$ cat src/rtl/dma_master_seq_if.sv
// Command, response and openMSP430 DMA master signals of the DMA command sequencer.
// The master modport is the sequencer's view; slave is the surrounding environment.
interface dma_master_seq_if;
   logic        cmd_valid;
   logic        cmd_ready;
   logic [14:0] cmd_addr;
   logic [15:0] cmd_wdata;
   logic [1:0]  cmd_we;
   logic [7:0]  cmd_len;
   logic        cmd_prio;

   logic        rsp_valid;
   logic        rsp_ready;
   logic [15:0] rsp_data;
   logic        rsp_err;
   logic [15:0] rsp_wait;
   logic        rsp_last;

   logic [14:0] dma_addr;
   logic [15:0] dma_din;
   logic        dma_en;
   logic [1:0]  dma_we;
   logic        dma_priority;
   logic        dma_ready;
   logic        dma_resp;
   logic [15:0] dma_dout;

   logic [15:0] trace;

   modport master (
      input  cmd_valid, cmd_addr, cmd_wdata, cmd_we, cmd_len, cmd_prio,
      output cmd_ready,
      output rsp_valid, rsp_data, rsp_err, rsp_wait, rsp_last,
      input  rsp_ready,
      output dma_addr, dma_din, dma_en, dma_we, dma_priority,
      input  dma_ready, dma_resp, dma_dout,
      output trace
   );

   modport slave (
      output cmd_valid, cmd_addr, cmd_wdata, cmd_we, cmd_len, cmd_prio,
      input  cmd_ready,
      input  rsp_valid, rsp_data, rsp_err, rsp_wait, rsp_last,
      output rsp_ready,
      input  dma_addr, dma_din, dma_en, dma_we, dma_priority,
      output dma_ready, dma_resp, dma_dout,
      input  trace
   );
endinterface

$ cat src/rtl/dma_master_seq.sv
// DMA command sequencer: splits word bursts into single openMSP430 DMA beats, returns one
// response per beat with data, error and wait-state count, and records a dma_ready trace.
module dma_master_seq (
   input logic              mclk,
   input logic              reset_n,
   dma_master_seq_if.master bus
);

   localparam logic [1:0] StIdle = 2'd0;
   localparam logic [1:0] StReq  = 2'd1;
   localparam logic [1:0] StCapt = 2'd2;
   localparam logic [1:0] StRsp  = 2'd3;

   logic [1:0]  state_q, state_d;
   logic [14:0] addr_q, addr_d;
   logic [15:0] wdata_q, wdata_d;
   logic [1:0]  we_q, we_d;
   logic        prio_q, prio_d;
   logic [7:0]  remaining_q, remaining_d;
   logic [15:0] wait_q, wait_d;
   logic [15:0] rsp_data_q, rsp_data_d;
   logic        rsp_err_q, rsp_err_d;
   logic [15:0] rsp_wait_q, rsp_wait_d;
   logic [15:0] trace_q, trace_d;

   always_comb begin
      state_d     = state_q;
      addr_d      = addr_q;
      wdata_d     = wdata_q;
      we_d        = we_q;
      prio_d      = prio_q;
      remaining_d = remaining_q;
      wait_d      = wait_q;
      rsp_data_d  = rsp_data_q;
      rsp_err_d   = rsp_err_q;
      rsp_wait_d  = rsp_wait_q;
      trace_d     = {trace_q[14:0], bus.dma_ready};

      case (state_q)
         StIdle: begin
            if (bus.cmd_valid) begin
               addr_d      = bus.cmd_addr;
               wdata_d     = bus.cmd_wdata;
               we_d        = bus.cmd_we;
               prio_d      = bus.cmd_prio;
               remaining_d = bus.cmd_len;
               wait_d      = 16'h0000;
               state_d     = StReq;
            end
         end
         StReq: begin
            if (bus.dma_ready) begin
               rsp_wait_d = wait_q;
               state_d    = StCapt;
            end else if (wait_q != 16'hFFFF) begin
               wait_d = wait_q + 16'd1;
            end
         end
         StCapt: begin
            // Read data and error are only meaningful in the cycle after the grant.
            rsp_err_d  = bus.dma_resp;
            rsp_data_d = (we_q == 2'b00) ? bus.dma_dout : 16'h0000;
            state_d    = StRsp;
         end
         StRsp: begin
            if (bus.rsp_ready) begin
               if (rsp_err_q || (remaining_q == 8'd0)) begin
                  state_d = StIdle;
               end else begin
                  remaining_d = remaining_q - 8'd1;
                  addr_d      = addr_q + 15'd1;
                  wait_d      = 16'h0000;
                  state_d     = StReq;
               end
            end
         end
         default: state_d = StIdle;
      endcase
   end

   always_ff @(posedge mclk) begin
      if (!reset_n) begin
         state_q     <= StIdle;
         addr_q      <= '0;
         wdata_q     <= '0;
         we_q        <= '0;
         prio_q      <= 1'b0;
         remaining_q <= '0;
         wait_q      <= '0;
         rsp_data_q  <= '0;
         rsp_err_q   <= 1'b0;
         rsp_wait_q  <= '0;
         trace_q     <= '0;
      end else begin
         state_q     <= state_d;
         addr_q      <= addr_d;
         wdata_q     <= wdata_d;
         we_q        <= we_d;
         prio_q      <= prio_d;
         remaining_q <= remaining_d;
         wait_q      <= wait_d;
         rsp_data_q  <= rsp_data_d;
         rsp_err_q   <= rsp_err_d;
         rsp_wait_q  <= rsp_wait_d;
         trace_q     <= trace_d;
      end
   end

   logic in_req;
   logic in_rsp;

   always_comb begin
      in_req           = (state_q == StReq);
      in_rsp           = (state_q == StRsp);
      bus.cmd_ready    = (state_q == StIdle);
      bus.dma_en       = in_req;
      bus.dma_addr     = in_req ? addr_q : 15'h0000;
      bus.dma_din      = in_req ? wdata_q : 16'h0000;
      bus.dma_we       = in_req ? we_q : 2'b00;
      bus.dma_priority = in_req & prio_q;
      bus.rsp_valid    = in_rsp;
      bus.rsp_data     = rsp_data_q;
      bus.rsp_err      = rsp_err_q;
      bus.rsp_wait     = rsp_wait_q;
      bus.rsp_last     = in_rsp & (rsp_err_q | (remaining_q == 8'd0));
      bus.trace        = trace_q;
   end

endmodule

$ cat src/flat_wrapper.sv
// flat-port wrapper written by rule: the top's interface ports become plain ports
module dma_master_seq_flat 
  (mclk, reset_n, bus_cmd_valid, bus_cmd_addr, bus_cmd_wdata, bus_cmd_we, bus_cmd_len, bus_cmd_prio, bus_cmd_ready, bus_rsp_valid, bus_rsp_data, bus_rsp_err, bus_rsp_wait, bus_rsp_last, bus_rsp_ready, bus_dma_addr, bus_dma_din, bus_dma_en, bus_dma_we, bus_dma_priority, bus_dma_ready, bus_dma_resp, bus_dma_dout, bus_trace);
  dma_master_seq_if bus_i ();
  input logic mclk;
  input logic reset_n;
  input wire logic [$bits(bus_i.cmd_valid)-1:0] bus_cmd_valid;
  input wire logic [$bits(bus_i.cmd_addr)-1:0] bus_cmd_addr;
  input wire logic [$bits(bus_i.cmd_wdata)-1:0] bus_cmd_wdata;
  input wire logic [$bits(bus_i.cmd_we)-1:0] bus_cmd_we;
  input wire logic [$bits(bus_i.cmd_len)-1:0] bus_cmd_len;
  input wire logic [$bits(bus_i.cmd_prio)-1:0] bus_cmd_prio;
  output wire logic [$bits(bus_i.cmd_ready)-1:0] bus_cmd_ready;
  output wire logic [$bits(bus_i.rsp_valid)-1:0] bus_rsp_valid;
  output wire logic [$bits(bus_i.rsp_data)-1:0] bus_rsp_data;
  output wire logic [$bits(bus_i.rsp_err)-1:0] bus_rsp_err;
  output wire logic [$bits(bus_i.rsp_wait)-1:0] bus_rsp_wait;
  output wire logic [$bits(bus_i.rsp_last)-1:0] bus_rsp_last;
  input wire logic [$bits(bus_i.rsp_ready)-1:0] bus_rsp_ready;
  output wire logic [$bits(bus_i.dma_addr)-1:0] bus_dma_addr;
  output wire logic [$bits(bus_i.dma_din)-1:0] bus_dma_din;
  output wire logic [$bits(bus_i.dma_en)-1:0] bus_dma_en;
  output wire logic [$bits(bus_i.dma_we)-1:0] bus_dma_we;
  output wire logic [$bits(bus_i.dma_priority)-1:0] bus_dma_priority;
  input wire logic [$bits(bus_i.dma_ready)-1:0] bus_dma_ready;
  input wire logic [$bits(bus_i.dma_resp)-1:0] bus_dma_resp;
  input wire logic [$bits(bus_i.dma_dout)-1:0] bus_dma_dout;
  output wire logic [$bits(bus_i.trace)-1:0] bus_trace;
  assign bus_i.cmd_valid = bus_cmd_valid;
  assign bus_i.cmd_addr = bus_cmd_addr;
  assign bus_i.cmd_wdata = bus_cmd_wdata;
  assign bus_i.cmd_we = bus_cmd_we;
  assign bus_i.cmd_len = bus_cmd_len;
  assign bus_i.cmd_prio = bus_cmd_prio;
  assign bus_cmd_ready = bus_i.cmd_ready;
  assign bus_rsp_valid = bus_i.rsp_valid;
  assign bus_rsp_data = bus_i.rsp_data;
  assign bus_rsp_err = bus_i.rsp_err;
  assign bus_rsp_wait = bus_i.rsp_wait;
  assign bus_rsp_last = bus_i.rsp_last;
  assign bus_i.rsp_ready = bus_rsp_ready;
  assign bus_dma_addr = bus_i.dma_addr;
  assign bus_dma_din = bus_i.dma_din;
  assign bus_dma_en = bus_i.dma_en;
  assign bus_dma_we = bus_i.dma_we;
  assign bus_dma_priority = bus_i.dma_priority;
  assign bus_i.dma_ready = bus_dma_ready;
  assign bus_i.dma_resp = bus_dma_resp;
  assign bus_i.dma_dout = bus_dma_dout;
  assign bus_trace = bus_i.trace;
  dma_master_seq u_core (.mclk(mclk), .reset_n(reset_n), .bus(bus_i));
endmodule
$ cat config.mk
export PLATFORM = sky130hd
export DESIGN_NAME = dma_master_seq_flat
export DESIGN_NICKNAME = d
export VERILOG_FILES = /design/src/rtl/dma_master_seq_if.sv /design/src/rtl/dma_master_seq.sv /design/src/flat_wrapper.sv
export SDC_FILE = /design/constraint.sdc
export NUM_CORES = 1
export LEC_CHECK = 0
export BUFFER_PORTS_ARGS = -buffer_cell sky130_fd_sc_hd__buf_2
export CAP_MARGIN = 20
export CORE_ASPECT_RATIO = 1.1
export CORE_MARGIN = 2
export CORE_UTILIZATION = 45
export CTS_BUF_LIST = sky130_fd_sc_hd__clkbuf_16
export DETAILED_ROUTE_END_ITERATION = 8
export PLACE_DENSITY = 0.71
export SYNTH_ARGS = -nofsm -noshare
export SYNTH_HDL_FRONTEND = slang
export SYNTH_SLANG_ARGS = --single-unit
$ cat constraint.sdc
create_clock -name mclk -period 3.3 [get_ports mclk]
set_input_delay 0.495 -clock mclk [delete_from_list [all_inputs] [get_ports mclk]]
set_output_delay 0.495 -clock mclk [all_outputs]
set_load 0.02 [all_outputs]
==> results of run 1 <==
cell type report:
class | instances | area [sq um] | area share [%]
tap | 147 | 184 | 2.98
multi-input combinational | 467 | 2640 | 42.7
inverter | 14 | 52.6 | 0.852
clock buffer | 9 | 225 | 3.65
sequential | 109 | 2180 | 35.4
clock inverter | 7 | 61.3 | 0.994
timing repair buffer | 160 | 826 | 13.4
Yosys cell counts (5+ instances only):
cell / number / share of area [%]
nand3_1: 11 / 1.1
nand2_1: 121 / 9.0
or3_1: 5 / 0.62
inv_1: 13 / 0.97
mux2i_1: 5 / 0.99
nor2_1: 35 / 2.6
and3_1: 5 / 0.62
nand4_1: 8 / 0.99
ha_1: 10 / 2.5
clkbuf_1: 33 / 2.5
and2_1: 54 / 6.7
o32ai_1: 7 / 1.2
a21oi_1: 92 / 9.1
or4_1: 9 / 1.3
o22ai_1: 5 / 0.62
nor2b_1: 21 / 2.6
o21ai_0: 18 / 1.8
dfxtp_1: 109 / 43
worst max-delay path: stages (launching register included):
cell and delay [ps]:
dfxtp_1 420, ha_1 650, nor4b_1 310, a21oi_1 160, inv_1 70, buf_2 170
per-layer routing:
metal	global-route usage, %	part of all wire, %	vias up
met4	7.02	1.5	0
met5	0	0	-
met2	36.1	49	155
met1	24.2	43	2262
met3	4.76	5.9	15
li1	-	-	2440
power by group through the flow:
stage	Clock, mW	Sequential [mW]	Combinational [mW]
2_1_floorplan	0	1.74	1.29
3_3_place_gp	0	1.74	1.66
3_5_place_dp	0	1.75	1.71
4_1_cts	1.08	1.73	1.72
5_1_grt	1.13	1.76	1.91
6_report	1.05	1.73	1.72
per-stage QoR:
step	power, mW	cells	utilization (%)
finish	4.50	913	56.5
global route	4.80	913	56.5
CTS	4.53	913	56.5
detailed placement	3.46	897	53.9
global placement	3.40	897	53.9
floorplan	3.04	632	-
sequential cells by signal, indices dropped and copies added (netlist names):
register             count
u_core.bus.trace        16
u_core.we_q              2
u_core.addr_q           15
u_core.prio_q            1
u_core.wait_q           16
u_core.bus.rsp_wait     16
u_core.wdata_q          16
u_core.remaining_q       8
u_core.bus.rsp_data     16
u_core.state_q           2
u_core.bus.rsp_err       1
cells by family after synthesis:
| kind of cell | count (synthesis) |
|---|---|
| and+or+nand+nor | 294 |
| AOI/OAI and AO/OA | 157 |
| adders and majority gates | 10 |
| buffers and inverters | 56 |
| muxes | 6 |
| DFF | 109 |
how the worst max path moves through the flow:
stage                      startpoint                end  slack, ps
detailed placement  u_core.state_q[1]   u_core.wait_q[9]        890
global route        u_core.state_q[1]       bus_rsp_last        450
finish              u_core.state_q[1]       bus_rsp_last        680
floorplan           u_core.state_q[1]  u_core.wait_q[13]        860
CTS                 u_core.state_q[1]       bus_rsp_last        660
global placement    u_core.state_q[1]   u_core.addr_q[9]        990
==> summary.txt, run 1 <==
Layout
  – Fin area: 6170 sq um
  – Nets: 835
  – N_diodes: 0
  – Area grow syn2layout: 22.2%
  – Commonest non-fill, non-tap cell in the layout: buf_2
  – Layout cell share with drive strength beyond 1: 23.9%
  – Final-layout fill cell count: 1101
  – Commonest cells after routing, fill and taps aside: buf_2, nand2_1, dfxtp_1

GRT
  – Vias in the first global route: 4589
  – First-pass GRT wire length: 20500 microns
  – Gr ovfl total: 0
  – Largest net degree at the start of global routing: 49
  – GRT Util Overall: 20.3%
  – Initial antenna violation count: 0

CTS
  – Clock Latency Late Sink: 340 ps
  – CTS Buffer Depth: 2
  – CTS clock-pin slew for the worst setup and hold paths: 70 ps
  – H-tree depth: 3
  – PostCTS Resize Cnt: 0
  – Clock sinks: 109
  – Post-CTS setup buffers: 0
  – Clock root buffer: clkbuf_16
  – TritonCTS buffer count: 9
  – CTS hold repair buffers: 0
  – CTS tree: yes

Worst setup path
  – Crit path arrival time: 2120 ps
  – Crit start category: flop
  – Crit path kind: reg -> out
  – Reg-to-Reg Start: u_core.state_q[1]
  – CP endpoint kind: primary output
  – WP data required: 2800 ps
  – Crit-path max FO: 19
  – Reg-to-reg slack, setup: 880 ps
  – Worst R2R Path Depth: 8
  – Worst reg2reg endpoint: u_core.wait_q[9]

Timing
  – Minimum clock period: 2620 ps
  – Fin. Hold Viols: 0
  – Worst Clk Skew: 8.89 ps
  – RSZ-0062 raised after global routing: no
  – Fin crit share: 79.3%
  – Fin Hold WS: 379 ps
  – Setup violations, final: 0
  – Fmax: 382 MHz
  – Max_slew headroom: 29.5%
  – Setup TNS: 0 ps
  – Pins Over Slew Limit: 0
  – Fin worst setup slack: 683 ps
  – Least-Margin Pin Slew: 1050 ps

Floorplan
  – Die Wd: 105 microns
  – Core area: 10900 sq um
  – Die height: 115 microns
  – Initial Util: 46.3%
  – # IOs: 151
  – Row count: 40
  – Die area: 12100 sq um

Power and ir drop
  – Internal Power: 2.76 mW
  – Pwr/cell area: 730 nW/um^2
  – Pleak: 2.73 nW
  – Seq pwr share: 38.5%
  – Logic pwr share: 38.2%
  – Net switching fraction of the power: 38.8%
  – Peak supply drop: 0.370 mV
  – Clock power share: 23.3%
  – Psw: 1.75 mW

Place
  – IO buf count: 150
  – DP Area: 5880 sq um
  – Post-place setup slack: 886 ps
  – Placer Congestion: 0.875
  – Detailed Place HPWL: 8770 microns

Detailed routing
  – DR iter-0 viols: 229
  – WL final: 12600 microns
  – Routed length per instance: 13.8 microns
  – Remaining antenna violation count: 0
  – DRT Pass-1 Iters: 5
  – Drc violations: 0
  – Average vias per placed instance: 5.34
  – Vias: 4872

Yosys
  – Number of synthesized flops with an enable pin: 0
  – Mapped Cells: 632
  – Largest family of logic cells by synthesized area: simple AND/OR/NAND/NOR gates
  – Synth warnings: 0
  – Mux share of post-synthesis cell area: 1.21%
  – Sequential area share after synthesis: 43.2%
  – Compound-gate portion of the synthesized area: 19.2%
  – Asr flop ratio synth: 0%
  – Xor/xnor cell area share of the yosys netlist: 0%
  – Synth Area in Adders: 2.48%
  – Mean Syn Cell Area: 7.99 sq um
  – Post-synth top flop: dfxtp_1
  – Synth cell types: 56
  – Syn nets: 706
  – Synth Cell Area: 5050 sq um
  – Post-synthesis register bit count: 109
  – Post-synthesis simple-gate area fraction: 29.3%

Worst hold path
  – Worst min-delay path category: in -> reg
  – Hold path cells: 3
  – Worst hold start: bus_dma_dout[14]
  – Hold Path End: u_core.bus.rsp_data[14]

Job
  – Maxcap violations: 0

Outcome
  – Status: finished clean
Note: power is estimated with default switching activity, not from simulation.
==> run 2: changes to the inputs <==
- PLACE_DENSITY: 0.71 -> 0.74
- clock period: 3.3 -> 2.1 ns (I/O delays scaled with it)
==> run 2 against run 1 <==
- wire length rose by 7.5%
- clock power up 75%
- largest cell class unchanged
- power is 85% higher
- sequential share of layout area down 2.6 points
- critical path depth grew 3
- clock skew shrank 2.2 ps
- register-to-register slack got worse by 870 ps
- cell count increased by 4.1%
- first-iteration DRC count increased by 59%
- worst setup slack got worse by 670 ps
- global-route usage increased by 1.0 points
- non-clock buffer count grew 37
==> summary.txt, run 2 (synthesis gave the netlist of run 1 again) <==
Outcome
  – Status: finished clean

Worst setup path
  – Critical Path Source: u_core.state_q[1]
  – Slowest cell on the critical path: or4_1
  – Critical path, cell by cell: inv_4 > ha_4 > nor2b_4 > a2111oi_4 > o2111ai_2 > buf_4 > or4_1 > o21ai_1
  – WP data required: 2380 ps
  – Crit path arrival time: 2370 ps
  – Crit start category: flop
  – Slowest Stage Delay on Critical Path: 460 ps
  – Crit path kind: reg -> reg
  – Crit-path max FO: 4
  – Reg-to-Reg Start: u_core.state_q[1]
  – CP endpoint kind: flop

Place
  – Detailed Place HPWL: 9230 microns
  – Placer Congestion: 0.901
  – IO buf count: 150
  – Inst Count DP: 922
  – Post-place setup slack: -4.88 ps

Floorplan
  – # IOs: 151
  – Initial Util: 46.3%
  – Die height: 115 microns
  – Row count: 40
  – Die area: 12100 sq um
  – Die Wd: 105 microns
  – Core area: 10900 sq um

Layout
  – Final-layout fill cell count: 1032
  – N_diodes: 0
  – Layout cell share with drive strength beyond 1: 30.4%
  – Nets: 872
  – Finished Layout Cells: 950
  – Area grow syn2layout: 32.2%
  – Commonest cells after routing, fill and taps aside: buf_2, nand2_1, dfxtp_1
  – Commonest non-fill, non-tap cell in the layout: buf_2

Timing
  – Max_slew headroom: 35.6%
  – Least-Margin Pin Slew: 962 ps
  – Setup TNS: 0 ps
  – Fmax: 478 MHz
  – Fin worst setup slack: 8.32 ps
  – Minimum clock period: 2090 ps
  – Fin. Hold Viols: 0
  – Setup violations, final: 0
  – Fin crit share: 99.6%
  – RSZ-0062 raised after global routing: yes
  – Pins Over Slew Limit: 0
  – Fin Hold WS: 202 ps
  – Worst Clk Skew: 6.66 ps

Detailed routing
  – Vias: 5104
  – DRT Pass-1 Iters: 5
  – Routed length per instance: 14.2 microns
  – WL final: 13500 microns
  – Average vias per placed instance: 5.37
  – Drc violations: 0
  – Remaining antenna violation count: 0
  – DR iter-0 viols: 363

GRT
  – Initial antenna violation count: 0
  – Vias in the first global route: 4894
  – Largest net degree at the start of global routing: 49
  – GRT Util Overall: 21.3%
  – Gr ovfl total: 0
  – First-pass GRT wire length: 21500 microns

Worst hold path
  – Worst min-delay path category: in -> reg
  – Worst hold start: bus_dma_dout[3]

CTS
  – Clock sinks: 109
  – TritonCTS buffer count: 9
  – CTS Buffer Depth: 2
  – CTS tree: yes
  – Clock root buffer: clkbuf_16
  – H-tree depth: 3
  – CTS clock-pin slew for the worst setup and hold paths: 70 ps
  – Clock Latency Late Sink: 340 ps
  – CTS hold repair buffers: 0

Job
  – Maxcap violations: 0

Power and ir drop
  – Pwr/cell area: 1250 nW/um^2
  – Peak supply drop: 0.588 mV
  – Pleak: 2.98 nW
run 2: per-layer routing:
| metal | up-vias | global-route usage, % | routed length (microns) |
|---|---|---|---|
| li1 | 2507 | - | - |
| met1 | 2401 | 25.3 | 5780 |
| met2 | 169 | 38.3 | 6660 |
| met3 | 27 | 4.65 | 814 |
| met4 | 0 | 7.20 | 269 |
| met5 | - | 0 | 0 |
run 2: layout make-up:
cell class | instances | area [sq um] | share of cell area, %
Clock inverter | 7 | 96.3 | 1.44
Multi-Input combinational cell | 467 | 2730 | 40.9
Inverter | 14 | 57.6 | 0.862
Timing Repair Buffer | 197 | 1190 | 17.9
Tap cell | 147 | 184 | 2.76
Clock buffer | 9 | 225 | 3.37
Sequential cell | 109 | 2190 | 32.8
run 2: power breakdown:
part / leakage (nW) / total [mW] / switching, mW / internal [mW]
sequential: 0.887 / 2.66 / 0.259 / 2.41
combinational: 1.94 / 3.83 / 2.08 / 1.75
clock: 0.161 / 1.84 / 0.781 / 1.06
run 2: worst paths after layout:
path                                 end  slack [ps]  cells after the start
hold reg to reg       u_core.wdata_q[15]         450                      2
hold / removal    u_core.bus.rsp_data[3]         200                      3
setup / recovery        u_core.wait_q[9]           8                      8
setup reg to reg        u_core.wait_q[9]           8                      8
run 2: repair_timing:
item / 4_1_cts / 5_1_grt
gates cloned: 0 / 4
endpoints found under the setup margin: 7 / 52
setup buffers: 1 / 7
resized for setup: 3 / 24
pin swaps: 0 / 7
run 2: metrics by stage:
stage	util, %	total power, mW	area, sq um
after detailed placement	56.2	5.88	6130
after global placement	56.2	5.76	6130
final	61.2	8.33	6670
after global routing	61.2	8.86	6670
after CTS	59.3	7.75	6470
after floorplan	-	4.85	5090
run 2: worst max-delay path, delay by kind of cell, from the launching register on:
kind | cells | cell delay (ps)
adders and majority gates | 1 | 150
DFF | 1 | 370
AOI/OAI and AO/OA | 3 | 680
and+or+nand+nor | 2 | 590
buffers and inverters | 2 | 250
